===== src/rtl/fsm_control_unit.sv =====
// Multi-cycle control unit: accepts one instruction over valid/ready, latches it into IR,
// then steps DECODE -> EXECUTE -> WRITEBACK driving ALU/register-file/immediate controls.
module fsm_control_unit #(
  parameter int INSTR_W = 16,
  parameter int REG_AW  = 3,
  parameter int CNT_W   = 16
) (
  input  logic                        clk,
  input  logic                        rst,
  input  logic [INSTR_W-1:0]          instr,
  input  logic                        instr_valid,
  output logic                        instr_ready,
  output logic                        alu_en,
  output logic [2:0]                  alu_control,
  output logic                        reg_write_en,
  output logic                        reg_write_data_sel,
  output logic [REG_AW-1:0]           dest_reg_sel,
  output logic [REG_AW-1:0]           src_reg1_sel,
  output logic [REG_AW-1:0]           src_reg2_sel,
  output logic [INSTR_W-3-REG_AW-1:0] imm_out,
  output logic                        done,
  output logic                        illegal,
  output logic                        halted,
  output logic [CNT_W-1:0]            retired_cnt,
  output logic [2:0]                  state_dbg
);

  // Handshake: an instruction transfers on a rising edge where instr_valid && instr_ready.
  // instr_ready is high only in IDLE; a held instr_valid is ignored until IDLE is re-entered.

  localparam int IMM_W = INSTR_W - 3 - REG_AW;

  localparam logic [2:0] OP_ADD  = 3'b000;
  localparam logic [2:0] OP_SUB  = 3'b001;
  localparam logic [2:0] OP_AND  = 3'b010;
  localparam logic [2:0] OP_OR   = 3'b011;
  localparam logic [2:0] OP_NOT  = 3'b100;
  localparam logic [2:0] OP_LDI  = 3'b101;
  localparam logic [2:0] OP_XOR  = 3'b110;
  localparam logic [2:0] OP_HALT = 3'b111;

  typedef enum logic [2:0] {
    S_IDLE      = 3'd0,
    S_DECODE    = 3'd1,
    S_EXECUTE   = 3'd2,
    S_WRITEBACK = 3'd3,
    S_HALT      = 3'd4
  } state_t;

  state_t             state;
  logic [INSTR_W-1:0] ir;
  logic [2:0]         opcode;
  logic [REG_AW-1:0]  f_dest;
  logic [REG_AW-1:0]  f_src1;
  logic [REG_AW-1:0]  f_src2;
  logic               in_flight;

  assign opcode    = ir[INSTR_W-1 -: 3];
  assign f_dest    = ir[INSTR_W-4 -: REG_AW];
  assign f_src1    = ir[INSTR_W-4-REG_AW -: REG_AW];
  assign f_src2    = ir[INSTR_W-4-2*REG_AW -: REG_AW];
  assign in_flight = (state == S_DECODE) || (state == S_EXECUTE) || (state == S_WRITEBACK);

  assign instr_ready = (state == S_IDLE);
  assign state_dbg   = state;

  function automatic logic [2:0] alu_op(input logic [2:0] op);
    case (op)
      OP_ADD:  alu_op = 3'b000;
      OP_SUB:  alu_op = 3'b001;
      OP_AND:  alu_op = 3'b010;
      OP_OR:   alu_op = 3'b011;
      OP_NOT:  alu_op = 3'b100;
      OP_XOR:  alu_op = 3'b101;
      default: alu_op = 3'b000;
    endcase
  endfunction

  // Datapath selects come straight from IR while an instruction is in flight, zero otherwise.
  always_comb begin
    alu_control        = 3'b000;
    reg_write_data_sel = 1'b0;
    dest_reg_sel       = '0;
    src_reg1_sel       = '0;
    src_reg2_sel       = '0;
    imm_out            = '0;
    if (in_flight) begin
      alu_control        = alu_op(opcode);
      reg_write_data_sel = (opcode == OP_LDI);
      dest_reg_sel       = f_dest;
      src_reg1_sel       = f_src1;
      src_reg2_sel       = (opcode == OP_NOT) ? '0 : f_src2;
      imm_out            = ir[IMM_W-1:0];
    end
  end

  always_ff @(posedge clk or posedge rst) begin
    if (rst) begin
      state        <= S_IDLE;
      ir           <= '0;
      retired_cnt  <= '0;
      alu_en       <= 1'b0;
      reg_write_en <= 1'b0;
      done         <= 1'b0;
      illegal      <= 1'b0;
      halted       <= 1'b0;
    end else begin
      alu_en       <= 1'b0;
      reg_write_en <= 1'b0;
      done         <= 1'b0;
      case (state)
        S_IDLE: begin
          if (instr_valid) begin
            ir    <= instr;
            state <= S_DECODE;
          end
        end
        S_DECODE: begin
          if (opcode == OP_HALT) begin
            state  <= S_HALT;
            halted <= 1'b1;
          end else begin
            state  <= S_EXECUTE;
            alu_en <= (opcode != OP_LDI);
            // NOT with a non-zero reserved src2 field is flagged but still executed.
            if ((opcode == OP_NOT) && (f_src2 != '0))
              illegal <= 1'b1;
          end
        end
        S_EXECUTE: begin
          state        <= S_WRITEBACK;
          reg_write_en <= 1'b1;
          done         <= 1'b1;
          retired_cnt  <= retired_cnt + CNT_W'(1);
        end
        S_WRITEBACK: state <= S_IDLE;
        S_HALT:      state <= S_HALT;
        default:     state <= S_IDLE;
      endcase
    end
  end

endmodule

===== config.mk =====
export PLATFORM = sky130hd
export DESIGN_NAME = fsm_control_unit
export DESIGN_NICKNAME = d
export VERILOG_FILES = /design/src/rtl/fsm_control_unit.sv
export SDC_FILE = /design/constraint.sdc
export NUM_CORES = 1
export LEC_CHECK = 0
export BUFFER_PORTS_ARGS = -buffer_cell sky130_fd_sc_hd__buf_2
export CORE_UTILIZATION = 30
export CTS_BUF_LIST = sky130_fd_sc_hd__clkbuf_8
export CTS_CLUSTER_DIAMETER = 120
export DETAILED_ROUTE_END_ITERATION = 8
export PLACE_DENSITY = 0.57
export REMOVE_ABC_BUFFERS = 1
export SYNTH_ARGS = -nofsm -noshare
export SYNTH_HDL_FRONTEND = slang
export SYNTH_SLANG_ARGS = --single-unit

===== constraint.sdc =====
create_clock -name clk -period 3.22 [get_ports clk]
set_input_delay 0.322 -clock clk [delete_from_list [all_inputs] [get_ports clk]]
set_output_delay 0.322 -clock clk [all_outputs]
set_load 0.01 [all_outputs]

* After elaboration in Yosys (flattened, before gate mapping)
Index checks and enable logic that the tools add are counted.
** Cells by class
- Equality and inequality tests :: 13
- Add/subtract/negate cells :: 1
- Reduce and logical (&&, ||, !) cells :: 8
- Muxes and demuxes :: 14
- Bitwise operators :: 1
** Operators with widths (count)
- $mux W3 :: 7
- $add A16 B1 Y16 const B :: 1
- $eq A3 B3 Y1 const B :: 5
- $pmux W3 S5 :: 1
- $eq A3 B2 Y1 const B :: 4
- $pmux W3 S4 :: 1
- $mux W10 :: 1
- $eq A3 B1 Y1 const B :: 2
- $mux W1 :: 4
- $reduce_and A2 Y1 :: 2
- $logic_not A3 Y1 :: 1
- $ne A3 B3 Y1 const B :: 1
- $reduce_and A3 Y1 :: 1
- $reduce_bool A3 Y1 :: 1
- $logic_or A1 B1 Y1 :: 2
- $ne A2 B2 Y1 const B :: 1
- $logic_and A1 B1 Y1 :: 1
- $not A1 Y1 :: 1
** Word-level totals
- Logic and storage cells :: 44
- Output and inout port bits :: 48
- Input port bits :: 19
- Flip-flop bits (word level) :: 39

* Logic depth before layout (Yosys ltp)
- Depth in word-level cells :: 4
- Gate-level depth with buffers :: 6
- Gate-level depth less buffers :: 5

* Worst setup path after synthesis
No wires, ideal clock.
- Path type :: register -> register
- Start point :: register state[0] (netlist: state_dbg[0])
- End point :: register ir[0]
- Setup slack :: 1.615 ns
- Arrival time :: 1.480 ns
- Data required time :: 3.095 ns
- Library setup time :: 0.125 ns
- Buffers on the path :: 3
- Clock period less this slack :: 1.605 ns
- Cell stages (with the launch flop) :: 7
- Cells stage by stage :: dfrtp_1 > buf_6 > nor3_4 > and2_1 > buf_6 > buf_12 > mux2_4
** Between the ends
- Longest elaborated chain between the ends :: 2
** RTL lines
- from (decl) :: RTL line 50 : state_t state;
- from (signal assigned) :: RTL line 99 : state <= S_IDLE;
- from (signal assigned) :: RTL line 115 : state <= S_DECODE;
- from (signal assigned) :: RTL line 120 : state <= S_HALT;
- $logic_not A3 Y1
- via instr_ready :: RTL line 12 : output logic instr_ready,
- $reduce_and A2 Y1 (no line)
- to (signal assigned) :: RTL line 114 : ir <= instr;
- to (decl) :: RTL line 51 : logic [INSTR_W-1:0] ir;
The timed path passes the listed nets, and every way through them passes these cells.
A chain may end at the register's enable or synchronous reset.

* Worst setup path in the final report
- Start point :: register state[1] (netlist: state_dbg[1])
- End point :: output port imm_out[7]
** Between the ends
- Longest elaborated chain between the ends :: 4
- Elaborated cells on any way between the ends :: 6
- Classes of those cells :: eq/ne (3); mux (1); reduce/logical (2)
** RTL lines
- $eq A3 B1 Y1 or $eq A3 B2 Y1 (tied branches) :: RTL line 62 : assign in_flight = (state == S_DECODE) || (state == S_EXECUTE) || (state == S_WRITEBACK);
- $logic_or A1 B1 Y1 :: RTL line 62
- $logic_or A1 B1 Y1 (*) :: RTL line 62
- $mux W10 (*) :: RTL line 87 : if (in_flight) begin
- to (decl) :: RTL line 20 : output logic [INSTR_W-3-REG_AW-1:0] imm_out,
Every way passes the cells marked *; elsewhere a longest branch is shown, timed or not.

==> metrics <==
Routed met3 length=252 um; Yosys reg bits=39; global-route usage over all layers=11.9%; Max Clk Rate=0.454 GHz; Worst Setup End Kind=output port; GP Congestion=0.750; fraction of the yosys area taken by sequential cells=49.7%; core area=6350 sq um; clock root cell=clkbuf_8; number of I/O pins=67; maximum buffer depth of the clock tree=2; min cycle time layout=2.20 ns; arrival time at the worst endpoint=1.88 ns; Final TNS setup=0 ns; post-detailed-placement cell area=2290 sq um; number of input and output port buffers inserted=66; detailed-route vias per instance=4.49; worst min-delay path class=in2async; Syn. warnings=0; area used by sequential logic in the layout=976 sq um; die outline height=82.9 um; antenna violations before repair=0; global-route wire length before repair=6440 um; EDFF count, synth=0; post-CTS setup buffers=0; vias after detailed routing=1348; number of nets in the final layout=242; detailed placement HPWL=2720 um; Synth cell types=36; CTS tree=yes; largest fanout on the critical path=13; capture instance of the worst register-to-register path=ir[9]; PwrDens=936 nW/um^2; TritonCTS buffer count=5; Post-Syn Instances=159; ratio of cells with drive above 1 in the final layout=45.3%; hold buffer count at cts=0; clock transition at the register clock pins on the worst setup and hold paths after CTS=0.07 ns; share of the clock period used by the worst path=68.4%; MaxCap Viol Count=0; overall overflow remaining after global route=0; worst slew pin tran=0.924 ns; final core occ=37.4%; final number of setup-violating endpoints=0; post-route cell area=2370 sq um; worst max-slew margin expressed relative to the limit=38.4%; commonest register cell after synthesis=dfrtp_1; Worst R2R Path Depth=3; top library cells by usage in the layout, fill and taps aside=buf_2, dfrtp_1, and2_1; total number of H-tree levels=2; worst vdd ir=0.000423 V; number of antenna repair diodes=0; 1st-iter DRT viols=48; Area growth syn-to-layout=20.8%; post-cts resize count=0; pin count of the biggest net entering global routing=40; starting utilization of the core area=30.9%; total routed wirelength=3760 um; die area=6880 sq um; DR DRC count=0; Die X=82.9 um; data required time at the worst endpoint=2.90 ns; post-detailed-route count of antenna-violating nets=0; number of placement rows=29; outcome=finished clean; startpoint type of the worst setup path=flip-flop; maximum clock skew at final layout=0.00446 ns; vias in the first global route=1344; clock latency of the later-clocked register in the worst-skew pair=0.29 ns; metal1 wirelength=1720 um; most common library cell in the layout ignoring fill and taps=buf_2; number of sinks handled by clock tree synthesis=39; average footprint of a synthesized cell=12.4 sq um; Static Leakage=1.19 nW; highest signal layer in the routed design=met4; FFs w/ async S/R, synth=100%; number of detailed-route iterations in the first pass=4; footprint of the multi-input gates=871 sq um; setup repair after global routing missed its margin=false; Setup CP Type=reg2out; r2r startpoint=state_dbg[0]; total count of hold-check failures in the final report=0; register-to-register setup slack=1.22 ns; met2 wirelength from detailed routing=1720 um; Filler Cell Count=633; netlist area before placement=1960 sq um; routed length per instance=12.5 um; number of slew-limit violations in the final report=0
[cell families (layout without fill, tap and decap cells)]
kind of cell	Yosys count	count (layout)	synth area share [%]
AND/OR/NAND/NOR	66	66	22.3
AO/OA/AOI/OAI	6	6	1.97
flip-flops	39	39	49.7
buffers and inverters	13	77	5.99
adder cells (fa/ha/maj)	1	1	0.637
XOR/XNOR	15	15	6.69
multiplexers	19	19	12.7
[worst max path at each step]
stage | start | end | slack, ns | cells after the start
floorplan | state_dbg[0] | ir[4] | 1.33 | 3
global placement | state_dbg[0] | ir[9] | 1.23 | 3
detailed placement | state_dbg[0] | ir[9] | 1.22 | 3
CTS | state_dbg[1] | imm_out[8] | 0.98 | 4
global route | state_dbg[1] | imm_out[8] | 0.77 | 4
finish | state_dbg[1] | imm_out[7] | 1.02 | 4
[critical path, cell delays in order, from the launching register on]
cell,delay [ns]
dfrtp_1,0.57
nor2_1,0.09
nor2_1,0.56
and2_1,0.24
buf_2,0.13
[layout make-up]
class | instances | share of cell area (%)
Sequential cell | 39 | 41.1
Multi-Input combinational cell | 107 | 36.7
Timing Repair Buffer | 68 | 14.5
Tap cell | 77 | 4.06
Clock buffer | 5 | 2.90
Clock inverter | 3 | 0.527
Inverter | 1 | 0.158
[cell usage after synthesis (all sizes together), types with 3 or more instances]
cell,number,share of area [%]
and2,19,6.1
buf,10,5.4
dfrtp,39,50
mux2,18,12
nand2,6,1.5
nand2b,4,1.3
nand3,7,2.0
nand4,6,2.2
nor2,12,2.3
nor3,3,1.3
xnor2,10,4.5
xor2,5,2.2
[per-stage QoR]
step           std cells  worst slack, ns  hold WS [ns]  power [mW]
5_1_grt              300            0.774         0.193        2.40
3_3_place_gp         292             1.23         0.456        1.93
6_report             300             1.02         0.137        2.22
3_5_place_dp         292             1.22         0.463        1.93
2_1_floorplan        147             1.33         0.470        1.53
4_1_cts              300            0.984         0.157        2.26
[layer usage]
| metal | track usage (%) | vias up |
|---|---|---|
| li1 | - | 657 |
| met1 | 14.7 | 636 |
| met2 | 18.7 | 47 |
| met3 | 4.17 | 8 |
| met4 | 5.17 | 0 |
| met5 | 0 | - |
[sequential cells by signal, indices dropped and copies added (netlist names)]
register	cells
illegal	1
retired_cnt	16
halted	1
done	1
ir	16
state_dbg	3
alu_en	1
[report_power, final]
group	total (mW)	switching [mW]	leakage, nW	internal [mW]
Sequential	0.859	0.189	0.488	0.670
Combinational	1.05	0.500	0.655	0.553
Clock	0.310	0.165	0.0505	0.146
Total	2.22	0.854	1.19	1.37
Note: power is estimated with default switching activity, not from simulation.
